==> src/rtl/calc_engine.sv <==
// calc_engine: operand latches, 8-op sequencer with shift-add multiply
// and restoring divide, display value and active-low status LEDs.
module calc_engine #(
  parameter int WIDTH  = 8,
  parameter bit INV_IN = 1'b1
) (
  input  logic                 clk,
  input  logic                 rst,
  input  logic [WIDTH-1:0]     in_number,
  input  logic [1:0]           key,
  input  logic                 start,
  input  logic [3:0]           arif,
  output logic [2*WIDTH-1:0]   ind,
  output logic [2*WIDTH-1:0]   result,
  output logic [2:0]           led,
  output logic                 busy,
  output logic                 done,
  output logic                 err,
  output logic                 ovf
);

  localparam int W  = WIDTH;
  localparam int W2 = 2 * WIDTH;
  localparam int CW = $clog2(WIDTH + 1);

  localparam logic [1:0] S_IDLE = 2'd0;
  localparam logic [1:0] S_EXEC = 2'd1;
  localparam logic [1:0] S_DONE = 2'd2;

  localparam logic [1:0] LD_NONE = 2'd0;
  localparam logic [1:0] LD_A    = 2'd1;
  localparam logic [1:0] LD_B    = 2'd2;

  logic [1:0]    state_q, state_d;
  logic [1:0]    key_q, key_d;
  logic          start_q, start_d;
  logic [W-1:0]  a_q, a_d;
  logic [W-1:0]  b_q, b_d;
  logic [3:0]    op_q, op_d;
  logic [W-1:0]  wb_q, wb_d;
  logic [W2-1:0] acc_q, acc_d;
  logic [CW-1:0] cnt_q, cnt_d;
  logic [W2-1:0] res_q, res_d;
  logic [W2-1:0] ind_q, ind_d;
  logic          err_q, err_d;
  logic          ovf_q, ovf_d;
  logic [1:0]    last_q, last_d;

  logic [1:0]    key_rise;
  logic          start_rise;
  logic          accept;
  logic          do_start;
  logic          do_load;
  logic [W-1:0]  cap;

  assign key_rise   = key & ~key_q;
  assign start_rise = start & ~start_q;
  assign accept     = (state_q != S_EXEC);
  assign do_start   = accept & start_rise;
  assign do_load    = accept & ~start_rise & (|key_rise);
  assign cap        = INV_IN ? ~in_number : in_number;

  // acc holds {partial, multiplier} for mul and {remainder, quotient} for div
  logic [W-1:0]  opa;
  logic [W:0]    mul_sum;
  logic [W2-1:0] mul_nxt;
  logic [W:0]    div_r;
  logic          div_ge;
  logic [W-1:0]  div_sub;
  logic [W2-1:0] div_nxt;
  logic [W:0]    add_s;
  logic [W:0]    sub_s;
  logic          dz;
  logic          multi;
  logic          last_step;

  assign opa     = acc_q[W-1:0];
  assign mul_sum = {1'b0, acc_q[W2-1:W]}
                 + (acc_q[0] ? {1'b0, wb_q} : '0);
  assign mul_nxt = {mul_sum, acc_q[W-1:1]};
  assign div_r   = acc_q[W2-1:W-1];
  assign div_ge  = (div_r >= {1'b0, wb_q});
  assign div_sub = div_r[W-1:0] - wb_q;
  assign div_nxt = div_ge
                 ? {div_sub, acc_q[W-2:0], 1'b1}
                 : {div_r[W-1:0], acc_q[W-2:0], 1'b0};
  assign add_s   = {1'b0, opa} + {1'b0, wb_q};
  assign sub_s   = {1'b0, opa} - {1'b0, wb_q};

  assign dz        = ((op_q == 4'd3) || (op_q == 4'd4)) && (wb_q == '0);
  assign multi     = (op_q == 4'd2)
                   || (((op_q == 4'd3) || (op_q == 4'd4)) && !dz);
  assign last_step = !multi || (cnt_q == CW'(W - 1));

  logic [W2-1:0] fin_res;
  logic          fin_err;
  logic          fin_ovf;

  always_comb begin
    fin_res = '0;
    fin_err = 1'b0;
    fin_ovf = 1'b0;
    case (op_q)
      4'd0: begin
        fin_res = {{(W-1){1'b0}}, add_s};
        fin_ovf = add_s[W];
      end
      4'd1: begin
        fin_res = {{W{1'b0}}, sub_s[W-1:0]};
        fin_ovf = sub_s[W];
      end
      4'd2: fin_res = mul_nxt;
      4'd3: begin
        fin_res = dz ? {{W{1'b0}}, {W{1'b1}}}
                     : {{W{1'b0}}, div_nxt[W-1:0]};
        fin_err = dz;
      end
      4'd4: begin
        fin_res = dz ? {{W{1'b0}}, opa}
                     : {{W{1'b0}}, div_nxt[W2-1:W]};
        fin_err = dz;
      end
      4'd5: fin_res = {{W{1'b0}}, opa & wb_q};
      4'd6: fin_res = {{W{1'b0}}, opa | wb_q};
      4'd7: fin_res = {{W{1'b0}}, opa ^ wb_q};
      default: fin_err = 1'b1;
    endcase
  end

  always_comb begin
    state_d = state_q;
    key_d   = key;
    start_d = start;
    a_d     = a_q;
    b_d     = b_q;
    op_d    = op_q;
    wb_d    = wb_q;
    acc_d   = acc_q;
    cnt_d   = cnt_q;
    res_d   = res_q;
    ind_d   = ind_q;
    err_d   = err_q;
    ovf_d   = ovf_q;
    last_d  = last_q;
    if (do_start) begin
      state_d = S_EXEC;
      op_d    = arif;
      wb_d    = b_q;
      acc_d   = {{W{1'b0}}, a_q};
      cnt_d   = '0;
      err_d   = 1'b0;
      ovf_d   = 1'b0;
    end else if (do_load) begin
      state_d = S_IDLE;
      if (key_rise[1]) a_d = cap;
      if (key_rise[0]) b_d = cap;
      ind_d  = {{W{1'b0}}, cap};
      last_d = key_rise[0] ? LD_B : LD_A;
    end
    if (state_q == S_EXEC) begin
      if (last_step) begin
        state_d = S_DONE;
        res_d   = fin_res;
        ind_d   = fin_res;
        err_d   = fin_err;
        ovf_d   = fin_ovf;
      end else begin
        acc_d = (op_q == 4'd2) ? mul_nxt : div_nxt;
        cnt_d = cnt_q + CW'(1);
      end
    end
  end

  always_ff @(posedge clk or posedge rst) begin
    if (rst) begin
      state_q <= S_IDLE;
      key_q   <= '1;
      start_q <= 1'b1;
      a_q     <= '0;
      b_q     <= '0;
      op_q    <= '0;
      wb_q    <= '0;
      acc_q   <= '0;
      cnt_q   <= '0;
      res_q   <= '0;
      ind_q   <= '0;
      err_q   <= 1'b0;
      ovf_q   <= 1'b0;
      last_q  <= LD_NONE;
    end else begin
      state_q <= state_d;
      key_q   <= key_d;
      start_q <= start_d;
      a_q     <= a_d;
      b_q     <= b_d;
      op_q    <= op_d;
      wb_q    <= wb_d;
      acc_q   <= acc_d;
      cnt_q   <= cnt_d;
      res_q   <= res_d;
      ind_q   <= ind_d;
      err_q   <= err_d;
      ovf_q   <= ovf_d;
      last_q  <= last_d;
    end
  end

  always_comb begin
    led = 3'b110;
    case (state_q)
      S_EXEC: led = 3'b111;
      S_DONE: led = err_q ? 3'b000 : 3'b010;
      default: begin
        case (last_q)
          LD_A:    led = 3'b101;
          LD_B:    led = 3'b011;
          default: led = 3'b110;
        endcase
      end
    endcase
  end

  assign ind    = ind_q;
  assign result = res_q;
  assign busy   = (state_q == S_EXEC);
  assign done   = (state_q == S_DONE);
  assign err    = err_q;
  assign ovf    = ovf_q;

endmodule

==> config.mk <==
export PLATFORM = sky130hd
export DESIGN_NAME = calc_engine
export DESIGN_NICKNAME = d
export VERILOG_FILES = /design/src/rtl/calc_engine.sv
export SDC_FILE = /design/constraint.sdc
export NUM_CORES = 1
export LEC_CHECK = 0
export ABC_AREA = 1
export ABC_CLOCK_PERIOD_IN_PS = 3400
export BUFFER_PORTS_ARGS = -buffer_cell sky130_fd_sc_hd__buf_4
export CAP_MARGIN = 20
export CORE_UTILIZATION = 50
export DETAILED_ROUTE_END_ITERATION = 8
export GPL_ROUTABILITY_DRIVEN = 0
export PLACE_DENSITY_LB_ADDON = 0.08
export SLEW_MARGIN = 20
export SYNTH_ARGS = -nofsm -noshare
export SYNTH_HDL_FRONTEND = slang
export SYNTH_SLANG_ARGS = --single-unit
==> constraint.sdc <==
create_clock -name clk -period 3.4 [get_ports clk]
set_clock_uncertainty 0.15 [all_clocks]
set_input_delay 0.17 -clock clk [delete_from_list [all_inputs] [get_ports clk]]
set_output_delay 0.17 -clock clk [all_outputs]
set_load 0.01 [all_outputs]
==> flow_summary.yaml, run 1 <==
floorplan:
  die_h_um: 111
  start_util_pct: 51.9
  num_rows: 39
  pin_count: 56
  core_area_um2: 11500
  dieArea_um2: 12400
  die_w_um: 111
sta:
  fin_crit_sh_pct: 79.6
  slew_viol_final: 0
  fmax_mhz: 369
  hold_violations: 0
  max-slew-margin-rel_pct: 41.1
  setup_viol_count_final: 0
  final.setup.tns_ns: 0
  worst_pin_slew_ns: 0.883
  finalCriticalPeriod_ns: 2.71
  rsz0062_at_grt: "no"
global_routing:
  grt_pass1_wl_um: 28300
  grt_overflow: 0
  grt_pass1_vias: 5488
  grt.total_usage_pct: 29.1
  antenna_found_initial: 0
  grt_max_degree: 51
drt:
  drtIter0Drc: 506
  wl_per_cell_um: 17.0
  ant_nets: 0
  via_per_inst: 5.67
  dr.pass1.iters: 8
  drc: 0
  vias: 5803
  wl_um: 17400
synth:
  synthTopCellsByArea: "dfrtp_1 (36%), nand2_1 (16%), ha_1 (9.4%)"
  synthArstFlopShare_pct: 100
  ys_ff_latch: 89
  synth_top_area_cell: "dfrtp_1"
  yosys.cell_count.top_type: "nand2_1"
  synthSimpleGateAreaFrac_pct: 26.1
  synth.net_count: 883
  syn_inst: 817
  synth_compound_area_share_pct: 16.4
  synth-xor-area-share_pct: 0.879
  yosys-top-cells-count: "nand2_1 (255), inv_1 (88), dfrtp_1 (86)"
  synth_adder_area_share_pct: 10.8
  synth_ff_type: "dfrtp_1"
  ys_warn_count: 0
  syn-mean-instance-area_um2: 7.31
  yosysTopAreaCellShare_pct: 36.0
  seq_area_frac_synth_pct: 37.3
  synthDistinctLibCells: 44
  synth_top_family_by_area: "simple AND/OR/NAND/NOR gates"
  synth_edf_count: 0
  synthMuxAreaShare_pct: 0
  netlist_area_um2: 5980
critical_path:
  cp_max_fo: 8
  cp-end-kind: "register"
  cp.arrival_ns: 2.78
  worst_ep_required_time_ns: 3.47
  start_kind: "register"
  crit_type: "register to register"
placed_design:
  dp.cells: 991
  place_area_um2: 6460
  io_buffers: 55
  dp_hpwl_um: 13000
pwr:
  leakage_nw: 3.77
  vdd_drop_max_mv: 0.478
  power_density_nw_per_um2: 1010
clocking:
  insertion_delay_ns: 0.34
  clock-sinks: 89
  htreeDepth: 3
  cts_buffers: 9
  root_buffer: "clkbuf_16"
  cts_setup_buffers: 0
  ctsLongestPathBuffers: 2
  cts_tree: "done"
  cts_resized: 0
  clk_pin_slew_worst_paths_ns: 0.06
cells_and_area:
  nets: 941
  num_antenna_cells: 0
  register_area_um2: 2230
  multi_input_area_um2: 3240
  fillCellCount: 1079
  fin_area_um2: 6980
  drive_gt1_share_pct: 11.4
  area_growth_pct: 16.7
  stdcell_count: 1023
outcome:
  status: "completed"
job:
  maxCapViolCount: 0
hold_path:
  hold_class: "register to register"
==> flip-flops by register name (all words and copies together), names as in the netlist, 2 cells and up <==
| register | count |
|---|---|
| wb_q | 8 |
| cnt_q | 4 |
| a_q | 8 |
| key_q | 2 |
| op_q | 4 |
| state_q | 2 |
| result | 16 |
| ind | 16 |
| acc_q | 16 |
| b_q | 8 |
| last_q | 2 |
==> through the flow <==
| step | power [mW] | util, % | worst slack (ns) | hold slack [ns] |
|---|---|---|---|---|
| 2_1_floorplan | 4.58 | - | 0.778 | 0.0245 |
| 3_3_place_gp | 5.70 | 56.1 | 0.810 | 0.138 |
| 3_5_place_dp | 5.76 | 56.1 | 0.771 | 0.141 |
| 4_1_cts | 6.98 | 60.6 | 0.767 | 0.327 |
| 5_1_grt | 7.60 | 60.6 | 0.484 | 0.350 |
| 6_report | 7.06 | 60.6 | 0.693 | 0.335 |
==> logic make-up (layout without fill, tap and decap cells) <==
family | Yosys count | count (layout)
and+or+nand+nor | 372 | 372
AOI/OAI and AO/OA | 177 | 177
buffers and inverters | 124 | 187
DFF | 89 | 89
adders and majority gates | 49 | 49
xor gates and xnor gates | 6 | 6
==> layout by cell type (no fill, tap or decap), drive strengths merged <==
cell type,n
o31ai,2
a32oi,1
a22oi,1
o21ai,89
o21a,2
nor2,45
a21oi,53
ha,45
nand4,15
fa,4
dfstp,3
a21o,2
xor2,5
or2,3
o2111ai,2
o22ai,5
xnor2,1
dlygate4sd3,16
bufinv,3
o21bai,2
a31oi,5
nand3b,2
nor3,4
o211ai,13
nand2,260
buf,58
dfrtp,86
nand3,43
clkinv,4
clkbuf,12
inv,94
==> critical path, cell delays in order, from the launching register on <==
cell and delay [ns]:
dfrtp_1 0.41, inv_1 0.17, ha_1 0.51, inv_1 0.17, a21oi_1 0.34, nand2_1 0.12, o21ai_0 0.17, a21oi_1 0.07
nor2_1 0.17, nand2_1 0.12, nand2_1 0.12, nand2_1 0.07
==> final timing paths <==
path,start,to,slack [ns],depth (start not counted)
max in group asynchronous,rst,acc_q[4],2.01,4
worst max register to register,wb_q[3],ind[4],0.69,11
worst min-delay path,a_q[0],a_q[0],0.33,2
min in group asynchronous,rst,acc_q[11],0.41,3
worst min register to register,a_q[0],a_q[0],0.33,2
worst max-delay path,wb_q[3],ind[4],0.69,11
==> metal layers <==
layer / GRT usage, % / up-vias / share of wire, %
met3: 4.87 / 51 / 8.1
met4: 13.4 / 0 / 3.5
met2: 43.3 / 281 / 43
li1: - / 2791 / -
met5: 0 / - / 0
met1: 41.6 / 2680 / 46
==> repair_timing <==
action                                  in CTS  in global routing
endpoints found under the setup margin       0                  0
endpoints found under the hold margin       75                  0
hold buffers                                16                  0
==> final cells by class <==
class,instances,area share (%)
clock inverter,4,1.42
timing repair buffer,74,8.72
inverter,97,5.26
clock buffer,12,3.68
tap,143,2.57
multi-input combinational,604,46.4
sequential,89,32.0
==> where the power goes <==
part / switching [mW] / leakage (nW) / total, mW / internal, mW
logic: 2.75 / 2.45 / 4.15 / 1.40
registers: 0.328 / 1.15 / 1.75 / 1.42
clock network: 0.407 / 0.173 / 1.17 / 0.760
Note: power is estimated with default switching activity, not from simulation.
==> run 2: changes to the inputs <==
--- a/config.mk
+++ b/config.mk
@@ -5,8 +5,8 @@
 export SDC_FILE = /design/constraint.sdc
 export NUM_CORES = 1
 export LEC_CHECK = 0
-export ABC_AREA = 1
-export ABC_CLOCK_PERIOD_IN_PS = 3400
+export ABC_AREA = 0
+export ABC_CLOCK_PERIOD_IN_PS = 2700
 export BUFFER_PORTS_ARGS = -buffer_cell sky130_fd_sc_hd__buf_4
 export CAP_MARGIN = 20
 export CORE_UTILIZATION = 50
==> constraint.sdc (replaced) <==
create_clock -name clk -period 2.7 [get_ports clk]
set_clock_uncertainty 0.15 [all_clocks]
set_input_delay 0.135 -clock clk [delete_from_list [all_inputs] [get_ports clk]]
set_output_delay 0.135 -clock clk [all_outputs]
set_load 0.01 [all_outputs]
==> run 2 against run 1 <==
Clock power increased by 20%. Utilization increased by 6.2 points. Die area increased by 6.9%. First-iteration DRC count increased by 17%. Routed wire length increased by 22%. Global-route usage increased by 4.1 points. Count of clock-buffer cells in the layout unchanged. Maximum frequency increased by 2.4%. Register-to-register slack got worse by 0.64 ns. Combinational power increased by 81%. Total power increased by 58%. Critical path depth increased by 1.
==> flow_summary.yaml, run 2 <==
critical_path:
  crit_type: "register to register"
  cp-end-kind: "register"
  cp.arrival_ns: 2.71
  critPathTopFamily: "adder cells"
  r2r_start: "acc_q[0]"
  crit_top_cell: "buf_4"
  critPathBufInv: 4
  slowest_delay_ns: 0.42
  worst_ep_required_time_ns: 2.77
  path_cells: "inv_2 -> ha_2 -> inv_1 -> fa_1 -> nor2b_1 -> o21ai_0 -> buf_4 -> a211o_1 -> a21oi_4 -> nor3_2 -> buf_4 -> a21oi_1"
  start_kind: "register"
  cp-startpoint: "acc_q[0]"
  cp_max_fo: 6
  crit_path_top_delay_cell: "dfrtp_1"
synth:
  syn_inst: 745
  synthDistinctLibCells: 85
  synthTopCellsByArea: "dfrtp_1 (34%), ha_1 (8.8%), nand2_1 (5.8%)"
  ys_ff_latch: 89
  yosys-top-cells-count: "nand2_1 (98), dfrtp_1 (86), nor2_1 (66)"
  synth_top_area_cell: "dfrtp_1"
  synth_edf_count: 0
  synth_ff_type: "dfrtp_1"
  yosysTopAreaCellShare_pct: 33.6
  ys_warn_count: 0
  synthArstFlopShare_pct: 100
  seq_area_frac_synth_pct: 34.9
  syn-mean-instance-area_um2: 8.59
  netlist_area_um2: 6400
  synth.net_count: 811
  yosys.cell_count.top_type: "nand2_1"
clocking:
  clk_pin_slew_worst_paths_ns: 0.06
  cts_buffers: 9
  ctsLongestPathBuffers: 2
  clock-sinks: 89
  root_buffer: "clkbuf_16"
  htreeDepth: 3
  cts_tree: "done"
  insertion_delay_ns: 0.35
drt:
  wl_per_cell_um: 20.1
  drtIter0Drc: 594
  wl_um: 21200
  vias: 6436
  dr.pass1.iters: 5
  ant_nets: 0
  drc: 0
  via_per_inst: 6.10
placed_design:
  place_area_um2: 7520
  dp_hpwl_um: 15800
  io_buffers: 55
  dp.cells: 1018
sta:
  slew_viol_final: 0
  fmax_mhz: 378
  hold_violations: 0
  final.setup.tns_ns: 0
  worst_pin_slew_ns: 0.954
  max-slew-margin-rel_pct: 36.4
  finalCriticalPeriod_ns: 2.64
  rsz0062_at_grt: "yes"
  fin_crit_sh_pct: 97.9
  setup_viol_count_final: 0
cells_and_area:
  nets: 948
  fillCellCount: 1019
  stdcell_count: 1055
  num_antenna_cells: 0
  layout_common_cells: "buf_4 (147), nand2_1 (98), dfrtp_1 (86), nor2_1 (64), o21ai_0 (63)"
  multi_input_area_um2: 3960
  fin_area_um2: 8190
  drive_gt1_share_pct: 26.9
  register_area_um2: 2230
  final_common_cell: "buf_4"
  area_growth_pct: 28.1
floorplan:
  num_rows: 40
  die_h_um: 115
  core_area_um2: 12300
  start_util_pct: 52.2
  dieArea_um2: 13200
  die_w_um: 115
  pin_count: 56
global_routing:
  grt.total_usage_pct: 33.2
  grt_max_degree: 90
  grt_pass1_wl_um: 33200
  grt_overflow: 0
  antenna_found_initial: 0
  grt_pass1_vias: 6193
pwr:
  leakage_nw: 3.79
  power_density_nw_per_um2: 1360
  p_total_mw: 11.1
  vdd_drop_max_mv: 0.646
outcome:
  status: "completed"
hold_path:
  hold_class: "input port to async pin"
job:
  maxCapViolCount: 0
[run 2: cell count changes in the layout (fill, tap and decap cells not counted), moves of 10 or more]
cell / change
o21ai_1: -22
nand3_1: -30
a211oi_1: +13
nor2_1: +24
nor3_1: +16
a21oi_1: -14
mux2i_1: +10
nand2_1: -157
inv_1: -54
a211oi_2: +11
buf_4: +90
[run 2: final cells by class]
| type | count | share of cell area [%] |
|---|---|---|
| multi-input combinational | 580 | 48.4 |
| sequential | 89 | 27.2 |
| timing repair buffer | 167 | 16.2 |
| clock buffer | 12 | 3.13 |
| tap | 168 | 2.57 |
| inverter | 35 | 1.62 |
| clock inverter | 4 | 0.901 |
[run 2: power breakdown]
part	switching [mW]	internal [mW]	total (mW)
Clock	0.538	0.864	1.40
Sequential	0.380	1.83	2.21
Combinational	4.31	3.21	7.53
Total	5.23	5.91	11.1
[run 2: path summary, 6_finish.rpt]
kind | end | slack (ns) | depth (start not counted)
max | ind[6] | 0.06 | 12
min | result[11] | 0.29 | 4
max reg2reg | ind[6] | 0.06 | 12
min reg2reg | result[12] | 0.33 | 2
max in group asynchronous | key_q[1] | 1.69 | 4
min in group clk | key_q[1] | 0.29 | 2
[run 2: worst min-delay path, delay by kind of cell]
kind                   cells  cell delay [ns]
buffers and inverters      4             1.07
[run 2: kinds of logic (layout without fill, tap and decap cells)]
| logic type | after synthesis | in the layout | synth area share [%] |
|---|---|---|---|
| flops | 89 | 89 | 34.9 |
| simple gates | 276 | 276 | 21.5 |
| buf+inv | 76 | 218 | 5.50 |
| mux | 12 | 12 | 1.88 |
| compound gates | 236 | 236 | 25.2 |
| xor+xnor | 7 | 7 | 0.959 |
| fa+ha+maj | 49 | 49 | 10.1 |
[run 2: repair_timing]
| item | in CTS | in global routing |
|---|---|---|
| hold endpoints to repair | 110 | 0 |
| gates cloned | 0 | 0 |
| setup buffers | 0 | 5 |
| endpoints found under the setup margin | 6 | 28 |
| hold buffers | 16 | 0 |
| resized for setup | 3 | 35 |
| pin swaps | 0 | 7 |
[run 2: routing by layer]
metal,part of all wire [%],vias up,track usage [%]
met3,8.7,47,7.80
met4,2.8,0,11.9
met5,0,-,0
met2,44,311,50.6
li1,-,2962,-
met1,44,3116,46.4
[run 2: through the flow]
stage          utilization, %  hold WS (ns)  setup slack [ns]
2_1_floorplan               -       -0.0105             0.112
3_3_place_gp             61.3         0.101           -0.0446
3_5_place_dp             61.3         0.102           -0.0259
4_1_cts                  65.4         0.296            0.0220
5_1_grt                  66.8         0.300           -0.0261
6_report                 66.8         0.288            0.0578
==> run 3: changes to the inputs <==
--- a/config.mk
+++ b/config.mk
@@ -5,11 +5,12 @@
 export SDC_FILE = /design/constraint.sdc
 export NUM_CORES = 1
 export LEC_CHECK = 0
-export ABC_AREA = 0
+export ABC_AREA = 1
 export ABC_CLOCK_PERIOD_IN_PS = 2700
 export BUFFER_PORTS_ARGS = -buffer_cell sky130_fd_sc_hd__buf_4
 export CAP_MARGIN = 20
-export CORE_UTILIZATION = 50
+export CORE_MARGIN = 2
+export CORE_UTILIZATION = 60
 export DETAILED_ROUTE_END_ITERATION = 8
 export GPL_ROUTABILITY_DRIVEN = 0
 export PLACE_DENSITY_LB_ADDON = 0.08
==> run 3 against run 2 <==
Routed wire length fell by 15%. First-iteration DRC count rose by 5.7%. Largest cell class unchanged. Sequential share of layout area rose by 4.8 points. Total power fell by 21%.
==> flow_summary.yaml, run 3 (synthesized netlist as in run 1, its figures left out) <==
outcome:
  status: "completed"
critical_path:
  critPathBufInv: 2
  critPathTopFamily: "simple AND/OR/NAND/NOR gates"
  rrSetupSlack_ns: 0.11
  path_cells: "inv_1 -> ha_1 -> nand2_1 -> nor3_1 -> nand2_2 -> nand2_4 -> inv_1 -> nand2_1 -> nand2_1 -> o21ai_0 -> nand2_1 -> nand2_1 -> nand2_1"
  crit_top_cell: "nand2_1"
  rr_worst_depth: 13
  slowest_delay_ns: 0.44
  cp-startpoint: "wb_q[6]"
  r2r_start: "wb_q[6]"
  cp_max_fo: 15
  cp.depth: 13
  start_kind: "register"
  crit_path_top_delay_cell: "dfrtp_1"
  r2r-end: "result[1]"
  critPathCapture: "result[1]"
  crit_type: "register to register"
  cp.arrival_ns: 2.70
  worst_ep_required_time_ns: 2.81
  cp-end-kind: "register"
clocking:
  clk_pin_slew_worst_paths_ns: 0.09
  ctsLongestPathBuffers: 2
  root_buffer: "clkbuf_8"
  htreeDepth: 3
  cts_tree: "done"
  clock-sinks: 89
  insertion_delay_ns: 0.37
  cts_buffers: 9
pwr:
  power_density_nw_per_um2: 1250
  vdd_drop_max_mv: 0.816
  leakage_nw: 3.78
  p_total_mw: 8.75
floorplan:
  core_area_um2: 9730
  pin_count: 56
  die_h_um: 104
  num_rows: 36
  dieArea_um2: 10800
  start_util_pct: 61.4
  die_w_um: 104
sta:
  whs_ns: 0.213
  fmax_mhz: 385
  worst_pin_slew_ns: 0.610
  fin_crit_sh_pct: 96.1
  setup_viol_count_final: 0
  hold_violations: 0
  worst_slack_ns: 0.106
  finalCriticalPeriod_ns: 2.59
  max-slew-margin-rel_pct: 59.3
  slew_viol_final: 0
drt:
  wl_per_cell_um: 17.5
  ant_nets: 0
  drc: 0
  wl_um: 18100
  vias: 6058
  dr.pass1.iters: 6
  drtIter0Drc: 628
  via_per_inst: 5.87
cells_and_area:
  final_common_cell: "nand2_1"
  drive_gt1_share_pct: 14.6
  num_antenna_cells: 0
  area_growth_pct: 16.8
  layout_common_cells: "nand2_1 (254), inv_1 (84), dfrtp_1 (83), buf_4 (76), o21ai_0 (63)"
  nets: 960
global_routing:
  grt.total_usage_pct: 34.0
  antenna_found_initial: 0
  grt_pass1_wl_um: 29200
  grt_overflow: 0
  grt_max_degree: 61
  grt_pass1_vias: 5711
job:
  maxCapViolCount: 0
placed_design:
  dp_hpwl_um: 13200
  dp_worst_setup_slack_ns: 0.0359
  io_buffers: 55
hold_path:
  hold_class: "input port to async pin"
==> run 3: cell types whose count changed in the layout (fill, tap and decap cells not counted), sizes merged, moves of 10 or more <==
cell    previous run  this run
a211oi            26         0
nand3             12        43
nor2              67        45
and3              10         0
inv               35        94
mux2i             12         0
nor3              22         4
buf              151        77
nand2             99       260
o21ai             70        89
==> run 3: worst min-delay path by stage <==
stage | depth (start not counted) | end | start
2_1_floorplan | 0 | key_q[0] | key[0]
3_3_place_gp | 2 | result[14] | rst
3_5_place_dp | 2 | result[9] | rst
4_1_cts | 3 | result[14] | rst
5_1_grt | 3 | result[9] | rst
6_report | 3 | acc_q[9] | rst
==> run 3: layout make-up <==
| type | instances | area, um2 |
|---|---|---|
| Timing Repair Buffer | 93 | 751 |
| Fill cell | 796 | 2750 |
| Clock inverter | 4 | 51.3 |
| Tap cell | 133 | 166 |
| Inverter | 97 | 367 |
| Clock buffer | 12 | 155 |
| Sequential cell | 89 | 2230 |
| Multi-Input combinational cell | 604 | 3260 |
==> run 3: where the power goes <==
part	switching, mW	internal [mW]
logic	3.63	1.96
registers	0.409	1.79
clock network	0.490	0.479
total	4.53	4.23
==> run 3: stage by stage <==
step,area [um2],std cells,util [%],TNS [ns]
after CTS,6940,1030,71.3,0
after global placement,6580,998,67.6,0
after floorplan,5980,817,-,0
after detailed placement,6580,998,67.6,0
final,6980,1032,71.8,0
after global routing,6980,1032,71.8,-0.00109
==> run 3: routing by layer <==
| layer | track usage (%) | vias to the layer above | share of wire (%) |
|---|---|---|---|
| li1 | - | 2829 | - |
| met1 | 48.1 | 2859 | 43 |
| met3 | 6.99 | 49 | 9.2 |
| met4 | 14.5 | 0 | 3.7 |
| met5 | 0 | - | 0 |
| met2 | 51.2 | 321 | 44 |
==> run 3: timing repair <==
action                                  CTS  global route
buffers inserted                          0             2
gates resized for setup                   0            13
endpoints found under the setup margin    0            19
endpoints found under the hold margin    61             0
hold buffers                             16             0
==> run 3: worst min-delay path, stage by stage <==
cell           delay (ns)
dlygate4sd3_1        0.53
buf_4                0.14
clkinv_2             0.38
